[src/rtl/reg_file_reader_if.sv]
// Valid/ready word stream from the register file read sequencer to its consumer.
interface reg_file_reader_if #(
  parameter int unsigned DW = 32
);
  logic [DW-1:0] out_data;
  logic          out_valid;
  logic          out_ready;
  logic          out_last;

  modport master (output out_data, output out_valid, output out_last, input out_ready);
  modport slave  (input out_data, input out_valid, input out_last, output out_ready);
endinterface

[src/rtl/reg_file_reader.sv]
// Read-side sequencer: sweeps rAddr over [first_addr..last_addr] (wrapping),
// captures each combinational rData word and streams it out with valid/ready.
module reg_file_reader #(
  parameter int unsigned AW = 3,
  parameter int unsigned DW = 32
) (
  input  logic          clk,
  input  logic          reset_n,
  input  logic          start,
  input  logic          abort,
  input  logic [AW-1:0] first_addr,
  input  logic [AW-1:0] last_addr,
  output logic [AW-1:0] rAddr,
  input  logic [DW-1:0] rData,
  reg_file_reader_if.master outIf,
  output logic          busy,
  output logic          done
);

  typedef enum logic [1:0] {
    IDLE = 2'd0,
    LOAD = 2'd1,
    SEND = 2'd2
  } state_t;

  state_t        state, stateNext;
  logic [AW-1:0] addrQ, addrNext;
  logic [AW-1:0] lastQ, lastNext;
  logic [DW-1:0] dataQ, dataNext;
  logic          validQ, validNext;
  logic          lastFlagQ, lastFlagNext;
  logic          doneQ, doneNext;

  always_ff @(posedge clk or negedge reset_n) begin
    if (!reset_n) begin
      state     <= IDLE;
      addrQ     <= '0;
      lastQ     <= '0;
      dataQ     <= '0;
      validQ    <= 1'b0;
      lastFlagQ <= 1'b0;
      doneQ     <= 1'b0;
    end else begin
      state     <= stateNext;
      addrQ     <= addrNext;
      lastQ     <= lastNext;
      dataQ     <= dataNext;
      validQ    <= validNext;
      lastFlagQ <= lastFlagNext;
      doneQ     <= doneNext;
    end
  end

  always_comb begin
    stateNext    = state;
    addrNext     = addrQ;
    lastNext     = lastQ;
    dataNext     = dataQ;
    validNext    = validQ;
    lastFlagNext = lastFlagQ;
    doneNext     = 1'b0;

    unique case (state)
      IDLE: begin
        if (start && !abort) begin
          addrNext  = first_addr;
          lastNext  = last_addr;
          stateNext = LOAD;
        end
      end
      LOAD: begin
        if (abort) begin
          validNext    = 1'b0;
          lastFlagNext = 1'b0;
          stateNext    = IDLE;
        end else begin
          dataNext     = rData;
          validNext    = 1'b1;
          lastFlagNext = (addrQ == lastQ);
          stateNext    = SEND;
        end
      end
      SEND: begin
        // abort outranks a same-cycle handshake: the word is treated as not taken
        if (abort) begin
          validNext    = 1'b0;
          lastFlagNext = 1'b0;
          stateNext    = IDLE;
        end else if (outIf.out_ready) begin
          validNext = 1'b0;
          if (lastFlagQ) begin
            lastFlagNext = 1'b0;
            doneNext     = 1'b1;
            stateNext    = IDLE;
          end else begin
            addrNext  = AW'(addrQ + 1'b1);
            stateNext = LOAD;
          end
        end
      end
      default: begin
        validNext    = 1'b0;
        lastFlagNext = 1'b0;
        stateNext    = IDLE;
      end
    endcase
  end

  assign rAddr           = addrQ;
  assign outIf.out_data  = dataQ;
  assign outIf.out_valid = validQ;
  assign outIf.out_last  = lastFlagQ;
  assign busy            = (state != IDLE);
  assign done            = doneQ;

endmodule

[src/flat_wrapper.sv]
// flat-port wrapper written by rule: the top's interface ports become plain ports
module reg_file_reader_flat 
#(
  parameter int unsigned AW = 3,
  parameter int unsigned DW = 32
)
  (clk, reset_n, start, abort, first_addr, last_addr, rAddr, rData, busy, done, outIf_out_data, outIf_out_valid, outIf_out_last, outIf_out_ready);
  reg_file_reader_if #(.DW(DW)) outIf_i ();
  input  logic clk;
  input  logic reset_n;
  input  logic start;
  input  logic abort;
  input  logic [AW-1:0] first_addr;
  input  logic [AW-1:0] last_addr;
  output logic [AW-1:0] rAddr;
  input  logic [DW-1:0] rData;
  output logic busy;
  output logic done;
  output wire logic [$bits(outIf_i.out_data)-1:0] outIf_out_data;
  output wire logic [$bits(outIf_i.out_valid)-1:0] outIf_out_valid;
  output wire logic [$bits(outIf_i.out_last)-1:0] outIf_out_last;
  input wire logic [$bits(outIf_i.out_ready)-1:0] outIf_out_ready;
  assign outIf_out_data = outIf_i.out_data;
  assign outIf_out_valid = outIf_i.out_valid;
  assign outIf_out_last = outIf_i.out_last;
  assign outIf_i.out_ready = outIf_out_ready;
  reg_file_reader #(.AW(AW), .DW(DW)) u_core (.clk(clk), .reset_n(reset_n), .start(start), .abort(abort), .first_addr(first_addr), .last_addr(last_addr), .rAddr(rAddr), .rData(rData), .outIf(outIf_i), .busy(busy), .done(done));
endmodule
[config.mk]
export PLATFORM = sky130hd
export DESIGN_NAME = reg_file_reader_flat
export DESIGN_NICKNAME = d
export VERILOG_FILES = /design/src/rtl/reg_file_reader_if.sv /design/src/rtl/reg_file_reader.sv /design/src/flat_wrapper.sv
export SDC_FILE = /design/constraint.sdc
export NUM_CORES = 1
export LEC_CHECK = 0
export CELL_PAD_IN_SITES_DETAIL_PLACEMENT = 0
export CELL_PAD_IN_SITES_GLOBAL_PLACEMENT = 1
export CORE_UTILIZATION = 33
export DETAILED_ROUTE_END_ITERATION = 12
export PLACE_DENSITY_LB_ADDON = 0.1
export SLEW_MARGIN = 40
export SYNTH_ARGS = -nofsm -noshare
export SYNTH_HDL_FRONTEND = slang
export SYNTH_SLANG_ARGS = --single-unit
[constraint.sdc]
create_clock -name clk -period 1.9 [get_ports clk]
set_clock_uncertainty 0.2 [all_clocks]
set_input_delay 0.38 -clock clk [delete_from_list [all_inputs] [get_ports clk]]
set_output_delay 0.38 -clock clk [all_outputs]
set_load 0.02 [all_outputs]
==> impl_metrics.env, run 1 <==
export IMPL_die_h_um=78.1
export IMPL_p_leak_nw=1.38
export IMPL_syn_area_um2=1910
export IMPL_insertion_delay_ps=280
export IMPL_ioPinCount=82
export IMPL_crit_buf_inv=1
export IMPL_synth_most_common_cell="dfrtp_1"
export IMPL_final_min_clock_period_ps=1850
export IMPL_drt_wirelength_per_cell_um=14.8
export IMPL_vias=1308
export IMPL_hold_path_depth=1
export IMPL_cp_startpoint="u_core.outIf.out_data[13]"
export IMPL_die_w_um=78.1
export IMPL_clockBufferDepth=2
export IMPL_hpwl_um=3250
export IMPL_holdCritPathClass="reg -> reg"
export IMPL_cp_max_fo=2
export IMPL_port_buffers=81
export IMPL_slowest_stage="clkdlybuf4s50_1"
export IMPL_remaining_drc_errors=0
export IMPL_p_per_area_nw_per_um2=1090
export IMPL_synth_cell_types=32
export IMPL_rsz0062_at_grt="false"
export IMPL_start_util_pct=34.5
export IMPL_drive_gt1_share_pct=29.7
export IMPL_cp_top_family="buffers and inverters"
export IMPL_grt_use_total_pct=15.3
export IMPL_fin_crit_sh_pct=97.4
export IMPL_num_rows=27
export IMPL_crit_type="reg -> out"
export IMPL_r2r_start="u_core.state[1]"
export IMPL_worst_pin_slew_ps=658
export IMPL_max_vdd_ir_drop_v=0.000553
export IMPL_crit_path_end_kind="output port"
export IMPL_yosysTopAreaCellShare_pct=56.4
export IMPL_swShare_pct=31.5
export IMPL_drv_cap=0
export IMPL_grt_ovfl_total=0
export IMPL_avgSynthCellArea_um2=16.3
export IMPL_ant_nets=0
export IMPL_synthFlopType="dfrtp_1"
export IMPL_cts_setup_buffers=0
export IMPL_report_final_slew_viol_count=0
export IMPL_synth_seq_cells=43
export IMPL_finalWeightedCongestion=0.808
export IMPL_reg2reg_depth=5
export IMPL_cellInternalPower_w=0.00223
export IMPL_clk_pin_slew_ps=70
export IMPL_switchingPower_w=0.00103
export IMPL_arrival_ps=1270
export IMPL_synth_edf_count=0
export IMPL_seqPwrFrac_pct=40.5
export IMPL_area_delta_synth_final_pct=57.2
export IMPL_root_buffer="clkbuf_8"
export IMPL_max_freq_ghz=0.540
export IMPL_hold_viol=0
export IMPL_multi_input_area_um2=787
export IMPL_core_um2=5540
export IMPL_status="complete, no violations"
export IMPL_grt_pass1_wl_um=7040
export IMPL_grt_antenna_before_repair=0
export IMPL_min_from="u_core.outIf.out_valid"
export IMPL_synth_nets=161
export IMPL_viasPerCell=4.49
export IMPL_setup_viol=0
export IMPL_comb_power_share_pct=42.8
export IMPL_fin_util_pct=54.2
export IMPL_finalNetCount=262
export IMPL_yosysWarningCount=0
export IMPL_syn_instance_count=117
export IMPL_start_kind="register"
export IMPL_yosys_area_top_type="dfrtp_1"
export IMPL_h_tree_depth=2
export IMPL_nFillCells=486
export IMPL_synth_cells_most_frequent="43 x dfrtp_1, 29 x mux2_4, 7 x mux2_2, 4 x nor2_1, 3 x buf_6"
export IMPL_async_flop_share_pct=100
export IMPL_cp_depth=1
export IMPL_cp_required_ps=1320
export IMPL_cts_sinks=43
export IMPL_synth_area_leaders="dfrtp_1 56%, mux2_4 23%, mux2_2 4.1%, buf_6 1.8%, nor4b_4 1.2%"
export IMPL_cts_tree="done"
export IMPL_grt_max_degree=30
export IMPL_die_area_um2=6090
export IMPL_fin_hold_ws_ps=300
export IMPL_numCtsBuffers=5
export IMPL_grt_pass1_vias=1382
export IMPL_yosysSeqAreaShare_pct=56.4
export IMPL_seqCellArea_um2=1080
export IMPL_cpPeakStageDelay_ps=610
export IMPL_crit_chain="clkdlybuf4s50_1"
export IMPL_relSlewSlack_pct=56.1
export IMPL_p_clk_share_pct=16.7
export IMPL_drtIter0Drc=36
export IMPL_wl_um=4300
export IMPL_diodes=0
export IMPL_dr_pass1_iters=5
## power groups by stage
stage               Sequential [W]  Clock [W]  Combinational (W)
detailed placement         0.00134          0            0.00142
CTS                        0.00132   0.000574            0.00142
floorplan                  0.00161          0           0.000437
finish                     0.00132   0.000546            0.00139
global placement           0.00133          0            0.00140
global route               0.00136   0.000624            0.00146
## metrics by stage
stage	worst slack [ps]	instances	power (W)	setup TNS, ps	area, um^2
2_1_floorplan	265	117	0.00205	0	1910
3_3_place_gp	-107	282	0.00273	-2630	2900
3_5_place_dp	-128	282	0.00276	-2330	2900
4_1_cts	21.6	291	0.00331	0	2990
5_1_grt	0.587	291	0.00344	0	3000
6_report	49.7	291	0.00326	0	3000
## path summary, 6_finish.rpt
kind                                             to  slack [ps]
max reg2reg                         u_core.rAddr[1]         210
min in group asynchronous  u_core.outIf.out_data[3]         450
max                              outIf_out_data[13]          50
max in group asynchronous           u_core.lastQ[2]         470
min                          u_core.outIf.out_valid         300
min reg2reg                  u_core.outIf.out_valid         300
## timing repair
action | in CTS | in global routing
setup endpoints to repair | 4 | 7
hold buffers | 1 | 0
hold endpoints to repair | 27 | 0
resized for setup | 4 | 7
cloned | 0 | 0
## layout make-up
cell class                      instances  area share (%)
Sequential cell                        43            35.8
Timing Repair Buffer                   98            32.0
Multi-Input combinational cell         68            26.2
Tap cell                               72            3.00
Clock buffer                            7            2.54
Inverter                                2           0.250
Clock inverter                          1           0.167
## cell usage in the layout, fill, tap and decap left out, types with 2 or more instances in the layout
master	n
buf_4	15
clkbuf_1	2
clkbuf_8	5
clkdlybuf4s50_1	70
dfrtp_1	43
dlygate4sd2_1	3
dlymetal6s2s_1	6
inv_1	2
mux2_2	7
mux2_4	29
nor2_1	4
nor2b_1	2
o21ai_0	2
xor2_1	2
## registers in the layout, indices dropped and copies added, names as in the netlist
signal / count
u_core.outIf.out_data: 32
u_core.rAddr: 3
u_core.outIf.out_valid: 1
u_core.lastQ: 3
u_core.state: 2
u_core.done: 1
u_core.outIf.out_last: 1
## kinds of logic (layout without fill, tap and decap cells)
family	after synthesis	count (layout)	synth area share, %
AO/OA/AOI/OAI	10	10	4.19
multiplexers	37	37	27.5
XOR/XNOR	3	3	1.38
adder cells (fa/ha/maj)	1	1	0.655
flip-flops	43	43	56.4
buffers and inverters	6	108	2.42
AND/OR/NAND/NOR	17	17	7.47
## layer usage
metal	part of all wire (%)	track usage (%)	routed length [um]	up-vias
met2	48	25.0	2060	54
met4	2.3	7.04	97	0
met3	4.7	3.84	204	11
met1	45	18.9	1940	631
met5	0	0	0	-
li1	-	-	-	612
(Power assumes the default switching activity.)
==> inputs of run 2 (changes only) <==
--- a/config.mk
+++ b/config.mk
@@ -7,7 +7,7 @@
 export LEC_CHECK = 0
 export CELL_PAD_IN_SITES_DETAIL_PLACEMENT = 0
 export CELL_PAD_IN_SITES_GLOBAL_PLACEMENT = 1
-export CORE_UTILIZATION = 33
+export CORE_UTILIZATION = 30
 export DETAILED_ROUTE_END_ITERATION = 12
 export PLACE_DENSITY_LB_ADDON = 0.1
 export SLEW_MARGIN = 40
==> constraint.sdc (replaced) <==
create_clock -name clk -period 1.69 [get_ports clk]
set_clock_uncertainty 0.2 [all_clocks]
set_input_delay 0.338 -clock clk [delete_from_list [all_inputs] [get_ports clk]]
set_output_delay 0.338 -clock clk [all_outputs]
set_load 0.02 [all_outputs]
==> impl_metrics.env, run 2 (synthesized netlist as in run 1, its figures left out) <==
export IMPL_layout_commonest_cell="dfrtp_1"
export IMPL_dpl_cell_count=280
export IMPL_hold_viol=0
export IMPL_fin_hold_ws_ps=293
export IMPL_rsz0062_at_grt="true"
export IMPL_cpPeakStageDelay_ps=390
export IMPL_relSlewSlack_pct=79.0
export IMPL_h_tree_depth=2
export IMPL_clk_pin_slew_ps=80
export IMPL_finalWeightedCongestion=0.790
export IMPL_crit_chain="buf_6 > nand2b_4 > nor2_8 > clkbuf_16 > mux2_4"
export IMPL_core_um2=6030
export IMPL_dr_pass1_iters=4
export IMPL_cp_top_family="flip-flops"
export IMPL_status="finished with violations"
export IMPL_grt_pass1_wl_um=6750
export IMPL_die_area_um2=6690
export IMPL_report_final_slew_viol_count=0
export IMPL_viasPerCell=4.48
export IMPL_vias=1307
export IMPL_crit_buf_inv=2
export IMPL_finalPower_w=0.00351
export IMPL_area_delta_synth_final_pct=57.5
export IMPL_p_per_area_nw_per_um2=1170
export IMPL_fin_cells=292
export IMPL_cts_tree="done"
export IMPL_insertion_delay_ps=280
export IMPL_slowest_stage="dfrtp_1"
export IMPL_ioPinCount=82
export IMPL_final_cell_mix="43 x dfrtp_1, 41 x clkdlybuf4s50_1, 38 x dlygate4sd2_1"
export IMPL_fin_setup_tns_ps=-45.4
export IMPL_cp_max_fo=7
export IMPL_final_min_clock_period_ps=1700
export IMPL_max_vdd_ir_drop_v=0.000528
export IMPL_place_area_um2=2890
export IMPL_fin_crit_sh_pct=101
export IMPL_failed_checks="setup timing"
export IMPL_drv_cap=0
export IMPL_grt_pass1_vias=1371
export IMPL_grt_ovfl_total=0
export IMPL_setup_viol=9
export IMPL_remaining_drc_errors=0
export IMPL_crit_type="reg -> reg"
export IMPL_postLayoutCellArea_um2=3010
export IMPL_cp_required_ps=1660
export IMPL_crit_path_end_kind="register"
export IMPL_finalNetCount=260
export IMPL_die_w_um=81.8
export IMPL_numCtsBuffers=5
export IMPL_worst_pin_slew_ps=314
export IMPL_holdCritPathClass="reg -> reg"
export IMPL_max_freq_ghz=0.588
export IMPL_arrival_ps=1670
export IMPL_grt_max_degree=44
export IMPL_fin_ws_ps=-9.89
export IMPL_port_buffers=81
export IMPL_drtIter0Drc=23
export IMPL_grt_antenna_before_repair=0
export IMPL_drt_wirelength_per_cell_um=15.4
export IMPL_hpwl_um=3130
export IMPL_start_util_pct=31.7
export IMPL_num_rows=28
export IMPL_grt_use_total_pct=13.6
export IMPL_cts_sinks=43
export IMPL_die_h_um=81.8
export IMPL_wl_um=4490
export IMPL_clockBufferDepth=2
export IMPL_drive_gt1_share_pct=29.5
export IMPL_root_buffer="clkbuf_8"
export IMPL_largest_reg_flops=32
export IMPL_diodes=0
export IMPL_start_kind="register"
export IMPL_ant_nets=0
export IMPL_p_leak_nw=1.41
==> run 2: cell count changes in the layout (fill, tap and decap cells not counted), sizes merged <==
cell           previous run  this run
buf                      17        15
clkbuf                    7         8
clkdlybuf4s15             1         0
clkdlybuf4s50            70        41
dlygate4sd2               3        38
dlymetal6s2s              6         0
==> run 2: per-layer routing <==
layer	up-vias	part of all wire (%)	global-route usage (%)
li1	613	-	-
met1	647	44	16.3
met2	45	50	23.7
met3	2	5.4	3.67
met4	0	0.47	4.21
met5	-	0	0
==> run 2: final timing paths <==
check | from | to | slack (ps) | cells past startpoint
max | u_core.state[1] | u_core.outIf.out_data[25] | -10 | 5
min | u_core.outIf.out_valid | u_core.outIf.out_valid | 290 | 1
max reg2reg | u_core.state[1] | u_core.outIf.out_data[25] | -10 | 5
min reg2reg | u_core.outIf.out_valid | u_core.outIf.out_valid | 290 | 1
max in group asynchronous | reset_n | u_core.rAddr[0] | 710 | 3
min in group asynchronous | reset_n | u_core.outIf.out_data[20] | 360 | 3
==> run 2: stage by stage <==
step                utilization [%]  worst slack (ps)
floorplan                         -              55.3
global placement               48.0              -246
detailed placement             48.0              -254
CTS                            49.2             -80.3
global route                   49.9             -62.5
finish                         49.9             -9.89
==> run 2: timing repair <==
item / 4_1_cts / 5_1_grt
gates resized for setup: 42 / 7
endpoints found under the hold margin: 43 / 0
gates cloned: 1 / 1
hold buffers: 1 / 0
setup buffers: 0 / 1
pin swaps: 0 / 0
setup endpoints to repair: 41 / 34
==> run 2: report_power, final <==
group / internal [W] / switching, W / leakage [nW]
Clock: 0.000290 / 0.000318 / 0.0422
Sequential: 0.00131 / 0.000162 / 0.516
Combinational: 0.000775 / 0.000664 / 0.852
Total: 0.00237 / 0.00114 / 1.41
==> run 2: layout make-up <==
class | instances | area (um^2)
Sequential cell | 43 | 1080
Multi-Input combinational cell | 68 | 802
Inverter | 2 | 7.51
Tap cell | 75 | 93.8
Clock inverter | 1 | 5.00
Clock buffer | 7 | 76.3
Fill cell | 552 | 3020
Timing Repair Buffer | 96 | 947
